==> config.mk <==
export PLATFORM = sky130hd
export DESIGN_NAME = lpif_phy_endpoint
export DESIGN_NICKNAME = d
export VERILOG_FILES = /design/src/rtl/lpif_phy_endpoint.sv
export SDC_FILE = /design/constraint.sdc
export NUM_CORES = 1
export LEC_CHECK = 0
export BUFFER_PORTS_ARGS = -buffer_cell sky130_fd_sc_hd__buf_2
export CAP_MARGIN = 40
export CELL_PAD_IN_SITES_DETAIL_PLACEMENT = 1
export CELL_PAD_IN_SITES_GLOBAL_PLACEMENT = 2
export CORE_AREA = 2 2 126 128
export DETAILED_ROUTE_END_ITERATION = 7
export DIE_AREA = 0 0 128 130
export PLACE_DENSITY_LB_ADDON = 0.05
export SLEW_MARGIN = 20
export SYNTH_ARGS = -nofsm -noshare
export SYNTH_HDL_FRONTEND = slang
export SYNTH_SLANG_ARGS = --single-unit
==> constraint.sdc <==
create_clock -name PCLK -period 3.46 [get_ports PCLK]
set_input_delay 0.692 -clock PCLK [delete_from_list [all_inputs] [get_ports PCLK]]
set_output_delay 0.692 -clock PCLK [all_outputs]
set_load 0.02 [all_outputs]
==> src/rtl/lpif_phy_endpoint.sv <==
// lpif_phy_endpoint: PHY-side LPIF endpoint.
// It terminates the link-layer transmit stream into a DEPTH-entry FIFO that
// feeds the logical PHY. It also runs the LPIF link-state machine, which covers
// the L1 stall handshake, L1 exit, retrain and link reset.
// Optional feature: define LPIF_CG_EN to add the ex_cg_req/ex_cg_ack clock-gate
// exit handshake.
module lpif_phy_endpoint #(
    parameter int NBYTES         = 4,
    parameter int PL_NVLD        = 1,
    parameter int DEPTH          = 4,
    parameter int RETRAIN_CYCLES = 16,
    parameter int L1_EXIT_CYCLES = 8
) (
    input  logic                  PCLK,
    input  logic                  reset,
    input  logic [NBYTES*8-1:0]   lp_data,
    input  logic [PL_NVLD-1:0]    lp_valid,
    input  logic                  lp_irdy,
    output logic                  pl_trdy,
    input  logic [3:0]            state_req,
    output logic [3:0]            state_sts,
    output logic                  stall_req,
    input  logic                  stall_ack,
    input  logic                  phy_ready,
    input  logic                  phy_retrain,
    output logic                  link_up,
    output logic                  phyinl1,
    output logic                  phyinrecenter,
    output logic [NBYTES*8-1:0]   tx_data,
    output logic [PL_NVLD-1:0]    tx_valid_bits,
    output logic                  tx_vld,
    input  logic                  tx_ready
`ifdef LPIF_CG_EN
    ,
    input  logic                  ex_cg_req,
    output logic                  ex_cg_ack
`endif
);

    localparam int AW      = (DEPTH > 1) ? $clog2(DEPTH) : 1;
    localparam int DW      = NBYTES * 8;
    localparam int EW      = DW + PL_NVLD;
    localparam int CNT_MAX = (RETRAIN_CYCLES > L1_EXIT_CYCLES) ? RETRAIN_CYCLES : L1_EXIT_CYCLES;
    localparam int CW      = ($clog2(CNT_MAX) < 1) ? 1 : $clog2(CNT_MAX);

    localparam logic [CW-1:0] RT_LOAD    = CW'(RETRAIN_CYCLES - 1);
    localparam logic [CW-1:0] EX_LOAD    = CW'(L1_EXIT_CYCLES - 1);
    localparam logic [AW:0]   FIFO_DEPTH = (AW + 1)'(DEPTH);

    localparam logic [3:0] REQ_NOP    = 4'b0000;
    localparam logic [3:0] REQ_ACTIVE = 4'b0001;
    localparam logic [3:0] REQ_L1     = 4'b0100;
    localparam logic [3:0] REQ_LRST   = 4'b1001;

    localparam logic [3:0] STS_RESET   = 4'b0000;
    localparam logic [3:0] STS_ACTIVE  = 4'b0001;
    localparam logic [3:0] STS_L1      = 4'b0100;
    localparam logic [3:0] STS_RETRAIN = 4'b1011;

    typedef enum logic [2:0] {
        ST_RESET   = 3'd0,
        ST_ACTIVE  = 3'd1,
        ST_STALL   = 3'd2,
        ST_L1      = 3'd3,
        ST_EXIT    = 3'd4,
        ST_RETRAIN = 3'd5
    } state_t;

    state_t        state_q, state_d;
    logic [CW-1:0] timer_q, timer_d;

    logic [AW-1:0] wr_ptr_q, rd_ptr_q;
    logic [AW:0]   count_q;
    logic [EW-1:0] mem_q [DEPTH];
    logic [EW-1:0] head;

    logic link_reset;
    logic push;
    logic pop;
    logic cg_wake;

    // A link-reset request takes priority in every state and also flushes the FIFO.
    assign link_reset = (state_req == REQ_LRST);
    assign push       = lp_irdy && pl_trdy;
    assign pop        = tx_vld && tx_ready;

`ifdef LPIF_CG_EN
    assign cg_wake = ex_cg_req;
`else
    assign cg_wake = 1'b0;
`endif

    // State register, together with the shared EXIT/RETRAIN down-counter.
    always_ff @(posedge PCLK or posedge reset) begin
        if (reset) begin
            state_q <= ST_RESET;
            timer_q <= '0;
        end else begin
            state_q <= state_d;
            timer_q <= timer_d;
        end
    end

    // Next-state logic. Requests that are not listed for a state are ignored.
    always_comb begin
        state_d = state_q;
        timer_d = timer_q;
        if (link_reset) begin
            state_d = ST_RESET;
        end else begin
            case (state_q)
                ST_RESET: begin
                    if (state_req == REQ_ACTIVE && phy_ready) begin
                        state_d = ST_ACTIVE;
                    end
                end
                ST_ACTIVE: begin
                    if (phy_retrain) begin
                        state_d = ST_RETRAIN;
                        timer_d = RT_LOAD;
                    end else if (state_req == REQ_L1) begin
                        state_d = ST_STALL;
                    end
                end
                ST_STALL: begin
                    // L1 is entered only once the link layer has acked and every queued beat has left.
                    if (stall_ack && count_q == '0) begin
                        state_d = ST_L1;
                    end
                end
                ST_L1: begin
                    if (state_req == REQ_ACTIVE || cg_wake) begin
                        state_d = ST_EXIT;
                        timer_d = EX_LOAD;
                    end
                end
                ST_EXIT, ST_RETRAIN: begin
                    if (timer_q == '0) begin
                        state_d = ST_ACTIVE;
                    end else begin
                        timer_d = timer_q - 1'b1;
                    end
                end
                default: begin
                    state_d = ST_RESET;
                end
            endcase
        end
    end

    // Status outputs, decoded from the state register.
    always_comb begin
        state_sts     = STS_RESET;
        link_up       = 1'b0;
        phyinl1       = 1'b0;
        phyinrecenter = 1'b0;
        stall_req     = 1'b0;
        pl_trdy       = 1'b0;
        case (state_q)
            ST_ACTIVE: begin
                state_sts = STS_ACTIVE;
                link_up   = 1'b1;
                // Full means not ready, even if a pop happens in the same cycle.
                pl_trdy   = (count_q < FIFO_DEPTH);
            end
            ST_STALL: begin
                state_sts = STS_ACTIVE;
                link_up   = 1'b1;
                stall_req = 1'b1;
            end
            ST_L1: begin
                state_sts = STS_L1;
                phyinl1   = 1'b1;
            end
            ST_EXIT, ST_RETRAIN: begin
                state_sts     = STS_RETRAIN;
                link_up       = 1'b1;
                phyinrecenter = 1'b1;
            end
            default: begin
                state_sts = STS_RESET;
            end
        endcase
    end

    // FIFO pointers and occupancy. A link reset flushes everything that is queued.
    always_ff @(posedge PCLK or posedge reset) begin
        if (reset) begin
            wr_ptr_q <= '0;
            rd_ptr_q <= '0;
            count_q  <= '0;
        end else if (link_reset) begin
            wr_ptr_q <= '0;
            rd_ptr_q <= '0;
            count_q  <= '0;
        end else begin
            if (push) begin
                wr_ptr_q <= wr_ptr_q + 1'b1;
            end
            if (pop) begin
                rd_ptr_q <= rd_ptr_q + 1'b1;
            end
            case ({push, pop})
                2'b10:   count_q <= count_q + 1'b1;
                2'b01:   count_q <= count_q - 1'b1;
                default: count_q <= count_q;
            endcase
        end
    end

    // FIFO storage. Each entry holds the data and its valid bits; the storage itself needs no reset.
    always_ff @(posedge PCLK) begin
        if (push) begin
            mem_q[wr_ptr_q] <= {lp_valid, lp_data};
        end
    end

    // The head entry appears on tx_* in the cycle after the push. The outputs read zero while the FIFO is empty.
    always_comb begin
        head          = mem_q[rd_ptr_q];
        tx_vld        = (count_q != '0);
        tx_data       = tx_vld ? head[DW-1:0] : '0;
        tx_valid_bits = tx_vld ? head[EW-1:DW] : '0;
    end

`ifdef LPIF_CG_EN
    logic ex_cg_ack_q;

    // Clock-gate acknowledge. It is granted directly in RESET or ACTIVE.
    // When the request woke the link from L1, the grant waits for EXIT to return to ACTIVE.
    // The acknowledge drops once the request is withdrawn.
    always_ff @(posedge PCLK or posedge reset) begin
        if (reset) begin
            ex_cg_ack_q <= 1'b0;
        end else if (!ex_cg_req) begin
            ex_cg_ack_q <= 1'b0;
        end else if (state_q == ST_RESET || state_q == ST_ACTIVE) begin
            ex_cg_ack_q <= 1'b1;
        end else if (state_q == ST_EXIT && state_d == ST_ACTIVE) begin
            ex_cg_ack_q <= 1'b1;
        end
    end

    assign ex_cg_ack = ex_cg_ack_q;
`endif

endmodule

---- Word-level counts from Yosys, hierarchy flattened ----
Memories as Yosys holds them, arrays and structs flattened.
Index checks and enable logic that the tools add are counted.
word-level totals
  output and inout bits ................... 43
  memories ................................ 1
  input port bits ......................... 44
  RAM bits ................................ 132
  word-level logic and storage cells ...... 76
  bits in registers ....................... 14
cells by class
  multiplexer cells ....................... 28
  reductions and logical operators ........ 17
  bitwise logic cells ..................... 1
  $lt $le $gt $ge ......................... 1
  $add $sub $neg .......................... 5
  equality and inequality tests ........... 18
memory list
  name   depth  bits a word  rd ports  clocked after memory_dff  write ports  line  source
  mem_q  4      33           1         0                         1            74    logic [EW-1:0] mem_q [DEPTH];
operator list
  operator                                        number
  2-to-1 mux 32 bit                               1
  2-to-1 mux 3 bit                                8
  case mux 4 bit (3 select lines)                 2
  case mux 3 bit (5 select lines)                 1
  2-to-1 mux 4 bit                                3
  != test 3 bit (second input constant)           4
  AND reduction 5 bit                             2
  nonzero test 3 bit                              3
  2-to-1 mux 1 bit                                8
  2-to-1 mux 2 bit                                4
  == test 3 x 2 -> 1 bit (second input constant)  2
  == test 3 bit (second input constant)           2
  logical NOT 3 bit                               2
  != test 2 bit (second input constant)           3
  case mux 3 bit (2 select lines)                 1
  adder 2 x 1 -> 2 bit (second input constant)    2
  == test 4 x 1 -> 1 bit (second input constant)  1
  == test 4 x 3 -> 1 bit (second input constant)  1
  == test 4 bit (second input constant)           1
  logical AND 1 bit                               4
  logical NOT 4 bit                               1
  != test 4 bit (second input constant)           1
  nonzero test 2 bit                              2
  OR reduction 2 bit                              2
  9 further kinds                                 9

---- Logic depth before layout (Yosys ltp) ----
Gate-level depths: netlist (run 1).
  word-level depth ........................ 6
  depth in mapped cells ................... 7
  depth with buffers taken out ............ 6

---- Worst setup path before layout (run 1) ----
Ideal clock, no wire load.
  path type ............................... register -> output
  start ................................... register rd_ptr_q[0]
  end ..................................... output port tx_data[10]
  path slack .............................. 1.208 ns
  data arrival time ....................... 1.560 ns
  required time ........................... 2.768 ns
  stages on the path, launching flop included .. 5
  path buffers ............................ 2
  cells stage by stage .................... dfrtp_1 -> buf_2 -> buf_2 -> mux4_2 -> and2_1
on the way
  word-level cells in the longest chain between the ends .. 2
ends and longest elaborated chain
  what                      line  source
  start: declaration        72    logic [AW-1:0] wr_ptr_q, rd_ptr_q;
  start signal: assignment  201   rd_ptr_q <= rd_ptr_q + 1'b1;
  memory read (4 x 33 bit)  -
  2-to-1 mux 32 bit         222   tx_data = tx_vld ? head[DW-1:0] : '0;
  end: declaration          29    output logic [NBYTES*8-1:0] tx_data,
No other way between the ends.

---- Worst setup path after layout (run 1) ----
  start ................................... register rd_ptr_q[0]
  end ..................................... output port tx_data[24]
The elaborated chain is that of the path after synthesis.

==> qor.csv, run 1 <==
stage;metric;value;unit
job;maxCapViolations;0;
worst_setup_path;worstSetupEndpointType;output pin;
floorplanning;die_area;0.01664;mm^2
detailed_routing;via_per_inst;5.131;
run_status;status;complete, no violations;
floorplanning;boundaryPins;87;
grt;grt_pass1_vias;3514;
power_and_ir_drop;leakagePower;2.609;nW
sta;rsz0062_at_grt;no;
cts;clock_latency;0.41;ns
sta;slew_headroom;0.5750;
synth;yosysTopAreaCell;edfxtp_1;
power_and_ir_drop;combPwrFrac;0.342;
finish;fin_util;0.4736;
worst_setup_path;startpoint;rd_ptr_q[0]$_DFFE_PP0P_;
finish;final_cells;626;
finish;syn2layout_area_growth;21.47;%
power_and_ir_drop;switching_share;0.3242;
placement;port_buffers;86;
floorplanning;die_x;128;um
power_and_ir_drop;vdd_drop_max;0.4856;mV
sta;setup_tns;0;ns
synth;synth_compound_area_frac;0.02059;
synth;synth.top_cell.area_share;0.6590;
finish;drive_gt1_frac;0.3871;
power_and_ir_drop;p_switching;1.983;mW
grt;grt_pass1_wl;19960;um
worst_setup_path;cp_slowest_cell;mux4_2;
synth;synth_cells;323;
grt;grt_overflow;0;
placement;hpwl;8069;um
floorplanning;start_util;0.3899;
cts;cts_buffers;17;
worst_setup_path;start_kind;register;
cts;cts_resized;0;
placement;gp_congestion;0.6943;
detailed_routing;wl_per_cell;20.01;um
cts;clockBufferDepth;2;
sta;fin_worst_skew;0.006652;ns
floorplanning;rows;46;
placement;placed_cells;594;
worst_setup_path;arrival;2.12;ns
grt;grtUsageTotal;0.1649;
detailed_routing;drt_iter0_markers;173;
cts;cts-htree-levels;4;
synth;netlist_area;0.006015;mm^2
floorplanning;core;0.01542;mm^2
cts;clk_pin_slew;0.06;ns
synth;synth-edff-count;132;
sta;finalSetupViolCount;0;
sta;worst_slew_pin_slew;0.6320;ns
synth;ys_seq_area_frac;0.7173;
detailed_routing;drt_wl_total;12530;um
sta;drv_slew;0;
power_and_ir_drop;p_total;6.118;mW
worst_setup_path;required;2.77;ns
worst_setup_path;critPathKind;reg2out;
worst_setup_path;path_buf_inv;2;
synth;synth.distinct_cells;44;
synth;syn_area_per_cell;18.62;um^2
sta;hold_violations;0;
finish;antenna_cells;0;
synth;synthTopCellsByArea;edfxtp_1, mux4_2, dfrtp_1;
synth;synth_adder_area_share;0.01581;
power_and_ir_drop;clkPwrFrac;0.291;
synth;yosys.area_share.simple;0.08883;
synth;synth_xor_area_frac;0.007281;
finish;final_cell_mix;edfxtp_1, buf_2, and2_1;
worst_setup_path;path_max_fanout;24;
worst_setup_path;crit_chain;buf_4, mux4_2, and2_1, buf_2;
power_and_ir_drop;power_density;837.4;mW/mm^2
cts;cts_sinks;146;
detailed_routing;drcViolationCount;0;
grt;grt_max_degree;29;
detailed_routing;vias;3212;
synth;syn_nets;374;
worst_hold_path;hold_path.class;in2async;
grt;antenna_found_initial;0;
synth;synthFlopType;edfxtp_1;
power_and_ir_drop;p_int;4.135;mW
worst_setup_path;r2r-start;state_q[1]$_DFFE_PP0P_;
finish;stdcell_area;0.007306;mm^2
synth;async_reset_ff_frac;0.09589;
synth;post_synth_mux_area_share;0.1306;
finish;final_common_cell;edfxtp_1;
worst_setup_path;cp_top_family;buffers and inverters;
cts;cts_tree;yes;
sta;finalCriticalPeriod;2.809;ns
sta;period_share;0.8118;
synth;yosysWarnings;0;
floorplanning;fp.dieH;130;um
detailed_routing;ant_nets;0;
cts;cts_setup_buffers;0;
cts;cts_root_buf;clkbuf_16;
synth;synth_seq_cells;146;
synth;synth_top_family_by_area;multiplexers;
placement;place_area;0.006729;mm^2
finish;nets;472;
sta;max_freq;356.0;MHz
cts;ctsHoldBuffers;0;
detailed_routing;drt-pass1-iter-count;4;
power_and_ir_drop;p_seq_frac;0.367;
worst_setup_path;max_stage_delay;0.58;ns
-- kinds of logic after synthesis --
| family | Yosys count |
|---|---|
| simple gates | 86 |
| mux | 37 |
| xor+xnor | 5 |
| compound gates | 16 |
| flops | 146 |
| fa+ha+maj | 7 |
| buf+inv | 26 |
-- synthesized netlist by cell type (4+ instances only) --
cell type	count
clkbuf_1	10
and2_1	34
inv_1	9
nor2_1	8
nor3_1	7
edfxtp_1	132
nand2_1	10
ha_1	6
dfrtp_1	14
and3_2	5
mux4_2	33
nand3_1	4
buf_2	4
-- final timing paths --
kind / endpoint / slack [ns] / cells after the start
setup / recovery: tx_data[24] / 0.65 / 4
hold / removal: timer_q[0]$_DFFE_PP0P_ / 0.34 / 2
setup reg to reg: count_q[2]$_DFFE_PP0P_ / 1.02 / 6
hold reg to reg: timer_q[1]$_DFFE_PP0P_ / 0.56 / 1
max in group asynchronous: rd_ptr_q[0]$_DFFE_PP0P_ / 2.70 / 2
min in group PCLK: mem_q[0][27]$_DFFE_PP_ / 0.49 / 1
-- final cells by class --
cell class | count | area (um^2)
multi-input combinational | 151 | 1583
clock inverter | 12 | 140.1
tap | 192 | 240.2
clock buffer | 20 | 436.7
timing repair buffer | 96 | 555.5
fill | 1493 | 8119
sequential | 146 | 4317
inverter | 9 | 33.78
-- registers in the layout, indices dropped and copies added (netlist names) --
signal / count
count_q: 3
mem_q: 132
rd_ptr_q: 2
state_q: 3
timer_q: 4
wr_ptr_q: 2
-- stage by stage --
step           hold slack, ns  worst slack [ns]
3_3_place_gp           0.5363             1.057
5_1_grt                0.3610            0.4988
4_1_cts                0.3388            0.5789
6_report               0.3354            0.6512
2_1_floorplan          0.5048             1.208
3_5_place_dp           0.5577             1.022
-- worst register-to-register path: stages (launching register included) --
cell	delay (ns)
dfrtp_1	0.59
nor4b_4	0.60
a21oi_2	0.17
fa_1	0.43
a211oi_1	0.28
a211oi_1	0.10
nor3_1	0.19
-- power groups by stage --
stage	Clock, mW	Sequential [mW]	Combinational, mW
floorplan	0	2.18	1.60
global placement	0	2.28	2.13
detailed placement	0	2.29	2.15
CTS	1.82	2.25	2.16
global route	1.89	2.28	2.32
finish	1.78	2.25	2.09
-- per-layer routing --
metal,global-route usage,vias to the layer above,share of wire
met3,0.04141,12,0.034
met4,0.06012,0,0.011
met5,0,-,0
met1,0.2061,1672,0.43
met2,0.2812,56,0.53
li1,-,1472,-
No activity file was read; power rests on OpenSTA's default activity.
==> run 2, diff against run 1 <==
--- a/config.mk
+++ b/config.mk
@@ -5,13 +5,14 @@
 export SDC_FILE = /design/constraint.sdc
 export NUM_CORES = 1
 export LEC_CHECK = 0
+export ABC_AREA = 1
 export BUFFER_PORTS_ARGS = -buffer_cell sky130_fd_sc_hd__buf_2
 export CAP_MARGIN = 40
 export CELL_PAD_IN_SITES_DETAIL_PLACEMENT = 1
 export CELL_PAD_IN_SITES_GLOBAL_PLACEMENT = 2
-export CORE_AREA = 2 2 126 128
+export CORE_AREA = 2 2 131 133
 export DETAILED_ROUTE_END_ITERATION = 7
-export DIE_AREA = 0 0 128 130
+export DIE_AREA = 0 0 133 135
 export PLACE_DENSITY_LB_ADDON = 0.05
 export SLEW_MARGIN = 20
 export SYNTH_ARGS = -nofsm -noshare
==> constraint.sdc (replaced) <==
create_clock -name PCLK -period 2.7 [get_ports PCLK]
set_input_delay 0.54 -clock PCLK [delete_from_list [all_inputs] [get_ports PCLK]]
set_output_delay 0.54 -clock PCLK [all_outputs]
set_load 0.02 [all_outputs]
==> run 2 against run 1 <==
Net effect: clock power grew 19%; worst hold slack lost 0.16 ns; setup slack lost 0.44 ns; sequential cell count is the same; sequential power grew 28%; routed wire length grew 19%; power grew 43%; die area grew 7.9%; register-to-register slack lost 0.27 ns; via count grew 30%; largest power group is now combinational cells; highest routed layer unchanged.
==> qor.csv, run 2 <==
stage;metric;value;unit
run_status;status;complete, no violations;
cts;clock_latency;0.42;ns
sta;fin_worst_skew;0.007661;ns
finish;drive_gt1_frac;0.2551;
synth;synth_seq_cells;146;
grt;grt_pass1_vias;4419;
worst_setup_path;max_stage_delay;0.42;ns
floorplanning;fp.dieH;135;um
finish;fin_util;0.4573;
placement;dp_slack;0.5982;ns
synth;syn_nets;586;
grt;grtUsageTotal;0.1789;
floorplanning;boundaryPins;87;
synth;synth_top_family_by_area;simple AND/OR/NAND/NOR gates;
finish;top_regs;mem_q (132), timer_q (4);
detailed_routing;vias;4187;
synth;post_synth_mux_area_share;0;
cts;cts_setup_buffers;0;
synth;post-synth-top-count-cell;nor2_1;
sta;worst_slew_pin_slew;0.5889;ns
finish;final_common_cell;nor2_1;
synth;synth_compound_area_frac;0.1002;
synth;netlist_area;0.006218;mm^2
worst_setup_path;startpoint;rd_ptr_q[1]$_DFFE_PP0P_;
worst_setup_path;regToRegSetupSlack;0.75;ns
synth;synthFlopType;edfxtp_1;
synth;ys_seq_area_frac;0.6938;
sta;period_share;0.9222;
synth;synth-edff-count;132;
power_and_ir_drop;p_int;5.166;mW
sta;finalSetupViolCount;0;
grt;antenna_found_initial;1;
power_and_ir_drop;p_seq_frac;0.328;
power_and_ir_drop;p_switching;3.609;mW
power_and_ir_drop;switching_share;0.4113;
worst_setup_path;rr_worst_depth;9;
detailed_routing;ant_nets;0;
sta;hold_violations;0;
worst_setup_path;path_max_fanout;20;
cts;clockBufferDepth;2;
finish;syn2layout_area_growth;20.66;%
worst_setup_path;start_kind;register;
synth;synthTopCellsByCount;nor2_1, edfxtp_1, o21ai_0;
detailed_routing;drt_iter0_markers;237;
grt;grt_max_degree;68;
synth;synth.distinct_cells;33;
power_and_ir_drop;p_total;8.776;mW
cts;cts_root_buf;clkbuf_16;
synth;synth_xor_area_frac;0.001408;
worst_setup_path;required;2.16;ns
cts;clk_pin_slew;0.06;ns
cts;cts_tree;yes;
placement;port_buffers;86;
worst_setup_path;crit_end;tx_data[11];
job;maxCapViolations;0;
placement;gp_congestion;0.7373;
synth;synth_cells;535;
worst_setup_path;worstSetupEndpointType;output pin;
finish;nets;673;
finish;largest_reg_flops;132;
detailed_routing;wl_per_cell;17.37;um
worst_setup_path;arrival;1.95;ns
cts;cts_buffers;17;
sta;drv_slew;0;
synth;yosys.area_share.simple;0.1445;
synth;synth_adder_area_share;0.01529;
sta;setup_tns;0;ns
grt;grt_overflow;0;
sta;slew_headroom;0.6070;
worst_setup_path;crit_cells;6;
sta;max_freq;401.6;MHz
finish;stdcell_area;0.007503;mm^2
placement;hpwl;9201;um
sta;rsz0062_at_grt;no;
synth;syn_area_per_cell;11.62;um^2
worst_setup_path;cp_slowest_cell;dfrtp_1;
placement;place_area;0.006969;mm^2
synth;synth.top_cell.area_share;0.6374;
cts;cts_sinks;146;
floorplanning;die_area;0.01796;mm^2
grt;grt_pass1_wl;24180;um
worst_setup_path;cp_top_family;buffers and inverters;
worst_setup_path;r2r-start;state_q[1]$_DFFE_PP0P_;
finish;fill_cells;1771;
worst_setup_path;path_buf_inv;3;
power_and_ir_drop;vdd_drop_max;0.4913;mV
power_and_ir_drop;clkPwrFrac;0.242;
finish;final_cell_mix;nor2_1, edfxtp_1, buf_2;
power_and_ir_drop;power_density;1170;mW/mm^2
detailed_routing;drcViolationCount;0;
power_and_ir_drop;combPwrFrac;0.430;
floorplanning;rows;47;
power_and_ir_drop;leakagePower;2.848;nW
detailed_routing;drt-pass1-iter-count;4;
synth;async_reset_ff_frac;0.09589;
worst_hold_path;hold_path.class;in2async;
worst_setup_path;critPathKind;reg2out;
worst_setup_path;r2r_end;count_q[2]$_DFFE_PP0P_;
finish;regMostFlops;mem_q;
worst_setup_path;crit_chain;inv_2, buf_4, nor2_1, o21ai_0, a21oi_1, buf_2;
floorplanning;start_util;0.3790;
synth;yosysWarnings;0;
sta;finalCriticalPeriod;2.490;ns
synth;yosysTopAreaCell;edfxtp_1;
floorplanning;core;0.01641;mm^2
sta;fin_ws;0.2101;ns
detailed_routing;via_per_inst;4.891;
floorplanning;die_x;133;um
cts;cts-htree-levels;4;
detailed_routing;drt_wl_total;14870;um
synth;synthTopCellsByArea;edfxtp_1, nor2_1, dfrtp_1;
[run 2: changes by cell type after synthesis, sizes merged, moves of 20 or more]
cell   before  now
a21oi       4   40
and2       34    0
inv         9   32
mux4       33    0
nand2      10   30
nor2        9  148
o21ai       0   74
[run 2: cell families after synthesis]
| group | count (synthesis) |
|---|---|
| and+or+nand+nor | 203 |
| DFF | 146 |
| AOI/OAI and AO/OA | 117 |
| buffers and inverters | 61 |
| adders and majority gates | 7 |
| xor gates and xnor gates | 1 |
[run 2: area by class of cell]
type	instances	area, um^2	area share
sequential	146	4315	0.5751
clock buffer	20	436.7	0.05820
antenna	1	2.502	0.0003335
timing repair buffer	97	600.6	0.08004
multi-input combinational	328	1655	0.2206
clock inverter	12	92.59	0.01234
tap	220	275.3	0.03668
inverter	32	125.1	0.01667
[run 2: through the flow]
stage	std cells	hold WS [ns]
4_1_cts	855	0.1736
3_5_place_dp	823	0.5061
3_3_place_gp	823	0.5037
2_1_floorplan	535	0.4292
6_report	856	0.1735
5_1_grt	855	0.1970
[run 2: power by group through the flow]
stage               combinational (mW)  sequential [mW]  clock, mW
floorplan                         2.64             2.86          0
global placement                  3.79             2.91          0
detailed placement                3.85             2.92          0
CTS                               3.87             2.88       2.18
global route                      4.21             2.91       2.28
finish                            3.78             2.87       2.12
[run 2: worst min path at each step]
stage	startpoint	to	depth (start not counted)	slack, ns
3_5_place_dp	timer_q[0]$_DFFE_PP0P_	timer_q[0]$_DFFE_PP0P_	1	0.51
6_report	reset	timer_q[0]$_DFFE_PP0P_	2	0.17
5_1_grt	reset	timer_q[2]$_DFFE_PP0P_	2	0.20
4_1_cts	reset	count_q[2]$_DFFE_PP0P_	2	0.17
2_1_floorplan	reset	count_q[0]$_DFFE_PP0P_	1	0.43
3_3_place_gp	timer_q[0]$_DFFE_PP0P_	timer_q[0]$_DFFE_PP0P_	1	0.50
[run 2: timing repair]
action | CTS | global route
hold buffers | 0 | 0
setup endpoints to repair | 0 | 2
resized for setup | 0 | 2
[run 2: per-layer routing]
layer / up-vias / track usage / part of all wire
met3: 15 / 0.04129 / 0.030
met5: - / 0 / 0
met4: 0 / 0.06930 / 0.013
met2: 66 / 0.3175 / 0.52
met1: 2074 / 0.2114 / 0.44
li1: 2032 / - / -
